File: src/rtl/bcd_serializer_pkg.sv
// Shared definitions for the binary-to-BCD digit serializer: FSM encoding,
// BCD digit geometry and the double-dabble add-3 correction.
package bcd_serializer_pkg;

  typedef enum logic [1:0] {
    ST_IDLE    = 2'd0,
    ST_CONVERT = 2'd1,
    ST_EMIT    = 2'd2
  } state_t;

  localparam int BCD_W = 4;
  localparam logic [BCD_W-1:0] ADD3_THRESH = 4'd5;

  // A digit >= 5 would exceed 9 after doubling; pre-add 3 so the shift carries into the next digit.
  function automatic logic [BCD_W-1:0] add3_adjust(input logic [BCD_W-1:0] digit);
    return (digit >= ADD3_THRESH) ? digit + 4'd3 : digit;
  endfunction

endpackage

File: src/rtl/dabble_step.sv
// One double-dabble iteration: add 3 to every BCD digit >= 5, then shift
// the combined {bcd, bin} register left by one bit.
module dabble_step
  import bcd_serializer_pkg::*;
#(
  parameter int WIDTH  = 8,
  parameter int DIGITS = 3
) (
  input  logic [BCD_W*DIGITS+WIDTH-1:0] cur,
  output logic [BCD_W*DIGITS+WIDTH-1:0] nxt
);

  logic [BCD_W*DIGITS+WIDTH-1:0] adjusted;

  // Each digit is corrected in isolation; no carry crosses digit boundaries before the shift.
  always_comb begin
    adjusted = cur;
    for (int d = 0; d < DIGITS; d++) begin
      adjusted[WIDTH+d*BCD_W +: BCD_W] = add3_adjust(cur[WIDTH+d*BCD_W +: BCD_W]);
    end
  end

  assign nxt = adjusted << 1;

endmodule

File: src/rtl/bcd_serializer.sv
// Converts one binary word to packed BCD with a sequential double-dabble and
// streams the digits MSD first over valid/ready with first/last framing.
module bcd_serializer
  import bcd_serializer_pkg::*;
#(
  parameter int WIDTH  = 8,
  parameter int DIGITS = 3
) (
  input  logic             clk,
  input  logic             reset,
  input  logic [WIDTH-1:0] in_data,
  input  logic             in_valid,
  output logic             in_ready,
  output logic [3:0]       out_bcd,
  output logic             out_valid,
  input  logic             out_ready,
  output logic             out_first,
  output logic             out_last
);

  localparam int TOT_W = BCD_W*DIGITS + WIDTH;
  localparam int CNT_W = $clog2(WIDTH + 1);
  localparam int IDX_W = (DIGITS > 1) ? $clog2(DIGITS) : 1;

  state_t                      state, next_state;
  logic [TOT_W-1:0]            shift_q, shift_nxt;
  logic [CNT_W-1:0]            step_cnt;
  logic [IDX_W-1:0]            digit_idx;
  logic [BCD_W*DIGITS-1:0]     bcd;
  logic [BCD_W-1:0]            sel_digit;
  logic                        last_step;
  logic                        transfer;

  dabble_step #(
    .WIDTH (WIDTH),
    .DIGITS(DIGITS)
  ) u_dabble_step (
    .cur(shift_q),
    .nxt(shift_nxt)
  );

  assign bcd       = shift_q[TOT_W-1 -: BCD_W*DIGITS];
  assign last_step = (step_cnt == CNT_W'(1));
  assign transfer  = (state == ST_EMIT) && out_ready;

  // NOTE: non-blocking assignments so every register samples pre-edge values, whatever the statement order.
  always_ff @(posedge clk or negedge reset) begin
    if (!reset) begin
      state <= ST_IDLE;
    end else begin
      state <= next_state;
    end
  end

  // NOTE: every always_comb output gets a default first, so no path can leave it unassigned and infer a latch.
  always_comb begin
    next_state = state;
    case (state)
      ST_IDLE:    if (in_valid) next_state = ST_CONVERT;
      ST_CONVERT: if (last_step) next_state = ST_EMIT;
      ST_EMIT:    if (transfer && digit_idx == '0) next_state = ST_IDLE;
      default:    next_state = ST_IDLE;
    endcase
  end

  always_ff @(posedge clk or negedge reset) begin
    if (!reset) begin
      shift_q   <= '0;
      step_cnt  <= '0;
      digit_idx <= '0;
    end else begin
      case (state)
        ST_IDLE: begin
          if (in_valid) begin
            shift_q  <= {{(BCD_W*DIGITS){1'b0}}, in_data};
            step_cnt <= CNT_W'(WIDTH);
          end
        end
        ST_CONVERT: begin
          shift_q  <= shift_nxt;
          step_cnt <= step_cnt - CNT_W'(1);
          if (last_step) digit_idx <= IDX_W'(DIGITS - 1);
        end
        ST_EMIT: begin
          if (transfer && digit_idx != '0) digit_idx <= digit_idx - IDX_W'(1);
        end
        default: ;
      endcase
    end
  end

  // Digit mux is purely combinational so a stall holds out_bcd exactly as long as the index holds.
  always_comb begin
    sel_digit = '0;
    for (int d = 0; d < DIGITS; d++) begin
      if (digit_idx == IDX_W'(d)) sel_digit = bcd[d*BCD_W +: BCD_W];
    end
  end

  assign in_ready  = (state == ST_IDLE);
  assign out_valid = (state == ST_EMIT);
  assign out_bcd   = out_valid ? sel_digit : 4'd0;
  assign out_first = out_valid && (digit_idx == IDX_W'(DIGITS - 1));
  assign out_last  = out_valid && (digit_idx == '0);

endmodule
File: config.mk
export PLATFORM = sky130hd
export DESIGN_NAME = bcd_serializer
export DESIGN_NICKNAME = d
export VERILOG_FILES = /design/src/rtl/bcd_serializer_pkg.sv /design/src/rtl/dabble_step.sv /design/src/rtl/bcd_serializer.sv
export SDC_FILE = /design/constraint.sdc
export NUM_CORES = 1
export LEC_CHECK = 0
export BUFFER_PORTS_ARGS = -buffer_cell sky130_fd_sc_hd__buf_2
export CAP_MARGIN = 20
export CORE_MARGIN = 5
export CORE_UTILIZATION = 62
export DETAILED_ROUTE_END_ITERATION = 12
export GPL_TIMING_DRIVEN = 0
export PLACE_DENSITY = 0.9
export SLEW_MARGIN = 25
export SYNTH_ARGS = -nofsm -noshare
export SYNTH_HDL_FRONTEND = slang
export SYNTH_SLANG_ARGS = --single-unit
File: constraint.sdc
create_clock -name clk -period 3 [get_ports clk]
set_input_delay 0.15 -clock clk [delete_from_list [all_inputs] [get_ports clk]]
set_output_delay 0.15 -clock clk [all_outputs]
set_load 0.02 [all_outputs]
==> results.cfg <==
[synthesis]
yosys-top-cells-count = dfrtp_1, nand2_1, inv_1, o21ai_0, nor2b_1
yosysMostFrequentCell = dfrtp_1
ys.flop_type = dfrtp_1
yosysUniqueCellTypes = 35
postSynthCellCount = 186
synthesis.nets = 210
ys_warn_count = 0
synth_top_area_share_pct = 40.26
synth-seq-area-share_pct = 40.26
synth-simple-area-share_pct = 14.02
syn_area_mm2 = 0.001740
synthMuxAreaShare_pct = 1.725
synth-edff-count = 0
synth_top_family_by_area = compound AO/OA/AOI/OAI gates
avgSynthCellArea_um2 = 9.357
synth_area_leaders = dfrtp_1, ha_1, nand2_1
synth_compound_area_share_pct = 27.89
synth-adder-area-share_pct = 8.627
synth.largest_area_cell = dfrtp_1
async_reset_ff_share_pct = 100.0
ys_ff_latch = 28
synthXorXnorAreaFrac_pct = 1.006

[grt]
grt_pass1_wl_um = 6644
grt_max_degree = 29
grt_usage_pct = 20.33
grt_pass1_vias = 1550
gr-total-overflow = 0
antenna_found_initial = 0

[power]
power_density_mw_per_mm2 = 987.5
max-vdd-ir-drop_uv = 714.2
finalPower_mw = 1.897
p_leak_nw = 0.9501

[route]
postRouteAntennaNets = 0
drc = 0
dr.pass1.iters = 4
routedWlPerCell_um = 16.34
vias = 1517
drt_iter0_drc = 95
drt-total-wl_um = 3939
vias_per_cell = 6.295

[clock_tree]
cts_root_buffer = clkbuf_4
clkSlewWorstSetupHoldPaths_ns = 0.15
insertion_delay_ns = 0.33
cts_max_path_buffers = 2
cts_buffers = 3
cts_tree = yes
cts_hold_buf = 1
cts_sinks = 28
ctsHtreeMaxLevel = 1
ctsResizeCount = 0
postCtsSetupRepairBufs = 0

[die]
initial_core_util_pct = 63.66
die-height_um = 62.98
dieArea_mm2 = 0.003966
pin_count = 20
rows = 19
fp.coreArea_mm2 = 0.002734
die_w_um = 62.98

[timing]
fin_tns_setup_ns = 0
slew_headroom_pct = 58.12
finalSetupViolations = 0
finalCriticalPeriod_ns = 1.925
tightest_slew_ns = 0.6282
fin_crit_sh_pct = 64.17
fmax_ghz = 0.5194
maxSlewViolCount = 0
finalHoldViolations = 0
skew_ns = 0.004083
rsz0062_at_grt = false

[worst_setup_path]
cp.required_ns = 2.85
startpoint_type = flop
crit_path_end_kind = primary output
worstPathMaxFanout = 5
crit_arrival_ns = 1.78
crit_type = flop to primary output

[layout]
synthToLayoutAreaGrowth_pct = 10.35
drive_gt1_share_pct = 16.19
insertedDiodeCount = 0
nNetsFinal = 235

[outcome]
status = complete, no violations

[placement]
io_buffers = 19
dpl.hpwl_um = 2939
gp_congestion = 0.8956

[hold_path]
hp-class = primary input to flop

[run]
drv_cap = 0
[final timing paths]
kind / slack, ns / cells after the start / end / start
min in group asynchronous: 0.35 / 2 / shift_q[14] / reset
max in group asynchronous: 2.25 / 2 / shift_q[10] / reset
worst max-delay path: 1.07 / 6 / out_bcd[2] / digit_idx[0]
worst min-delay path: 0.1 / 3 / shift_q[1] / in_data[1]
worst min register to register: 0.54 / 1 / shift_q[19] / shift_q[19]
worst max register to register: 1.47 / 5 / shift_q[14] / shift_q[12]
[power breakdown]
part	switching (mW)	internal, mW	total (mW)
sequential	0.162	0.539	0.701
combinational	0.584	0.424	1.01
clock	0.113	0.0743	0.188
[flip-flops by register name, indices dropped and copies added, names as in the netlist]
name	count
digit_idx	2
shift_q	20
state	2
step_cnt	4
[cell usage in the layout (no fill, tap or decap), types with 3 or more instances in the layout]
cell type,synthesis,layout
ha_1,12,12
a21oi_1,11,11
a32o_1,3,3
dfrtp_1,28,28
o31ai_1,3,3
clkbuf_4,0,3
o311ai_1,3,3
inv_1,16,16
a22oi_1,7,7
buf_2,6,25
o2111ai_1,6,6
nand2_1,22,22
o211a_1,4,4
o21ai_0,16,16
mux2i_1,3,3
o21a_1,3,3
nor2b_1,13,13
o221ai_1,3,3
nor2_1,3,3
nand2b_1,3,3
[routing by layer]
metal / track usage, % / up-vias / share of wire, %
li1: - / 713 / -
met1: 23.84 / 744 / 42
met2: 34.74 / 50 / 52
met3: 3.597 / 10 / 4.0
met4: 10.88 / 0 / 1.9
met5: 0 / - / 0
[worst max-delay path, stage by stage (launching register included)]
cell and delay [ns]:
dfrtp_1 0.44, inv_1 0.12, ha_1 0.25, nand2_1 0.07, o21ai_0 0.21, o211a_1 0.19, buf_2 0.17
[metrics by stage]
step / instances / utilization (%) / cell area [um2] / setup slack, ns / hold slack [ns]
4_1_cts: 241 / 70.25 / 1921 / 1.103 / 0.08998
3_5_place_dp: 236 / 68.56 / 1874 / 1.484 / 0.2010
3_3_place_gp: 236 / 68.56 / 1874 / 1.548 / 0.1957
5_1_grt: 241 / 70.25 / 1921 / 0.9051 / 0.09408
6_report: 241 / 70.25 / 1921 / 1.075 / 0.09666
2_1_floorplan: 186 / - / 1740 / 1.690 / -0.1456
[cell families (layout without fill, tap and decap cells)]
family / after synthesis / count (layout)
AO/OA/AOI/OAI: 68 / 68
XOR/XNOR: 2 / 2
adder cells (fa/ha/maj): 12 / 12
buffers and inverters: 26 / 50
flip-flops: 28 / 28
multiplexers: 3 / 3
AND/OR/NAND/NOR: 47 / 47
[final cells by class]
type | instances | area (um2)
multi-input cells | 132 | 927.1
fillers | 205 | 813.3
flip-flops and latches | 28 | 700.7
repair buffers | 20 | 105.1
inverters | 16 | 60.06
plain buffers | 10 | 52.55
well taps | 31 | 38.79
clock buffers | 4 | 36.28
No activity file was read; power rests on OpenSTA's default activity.
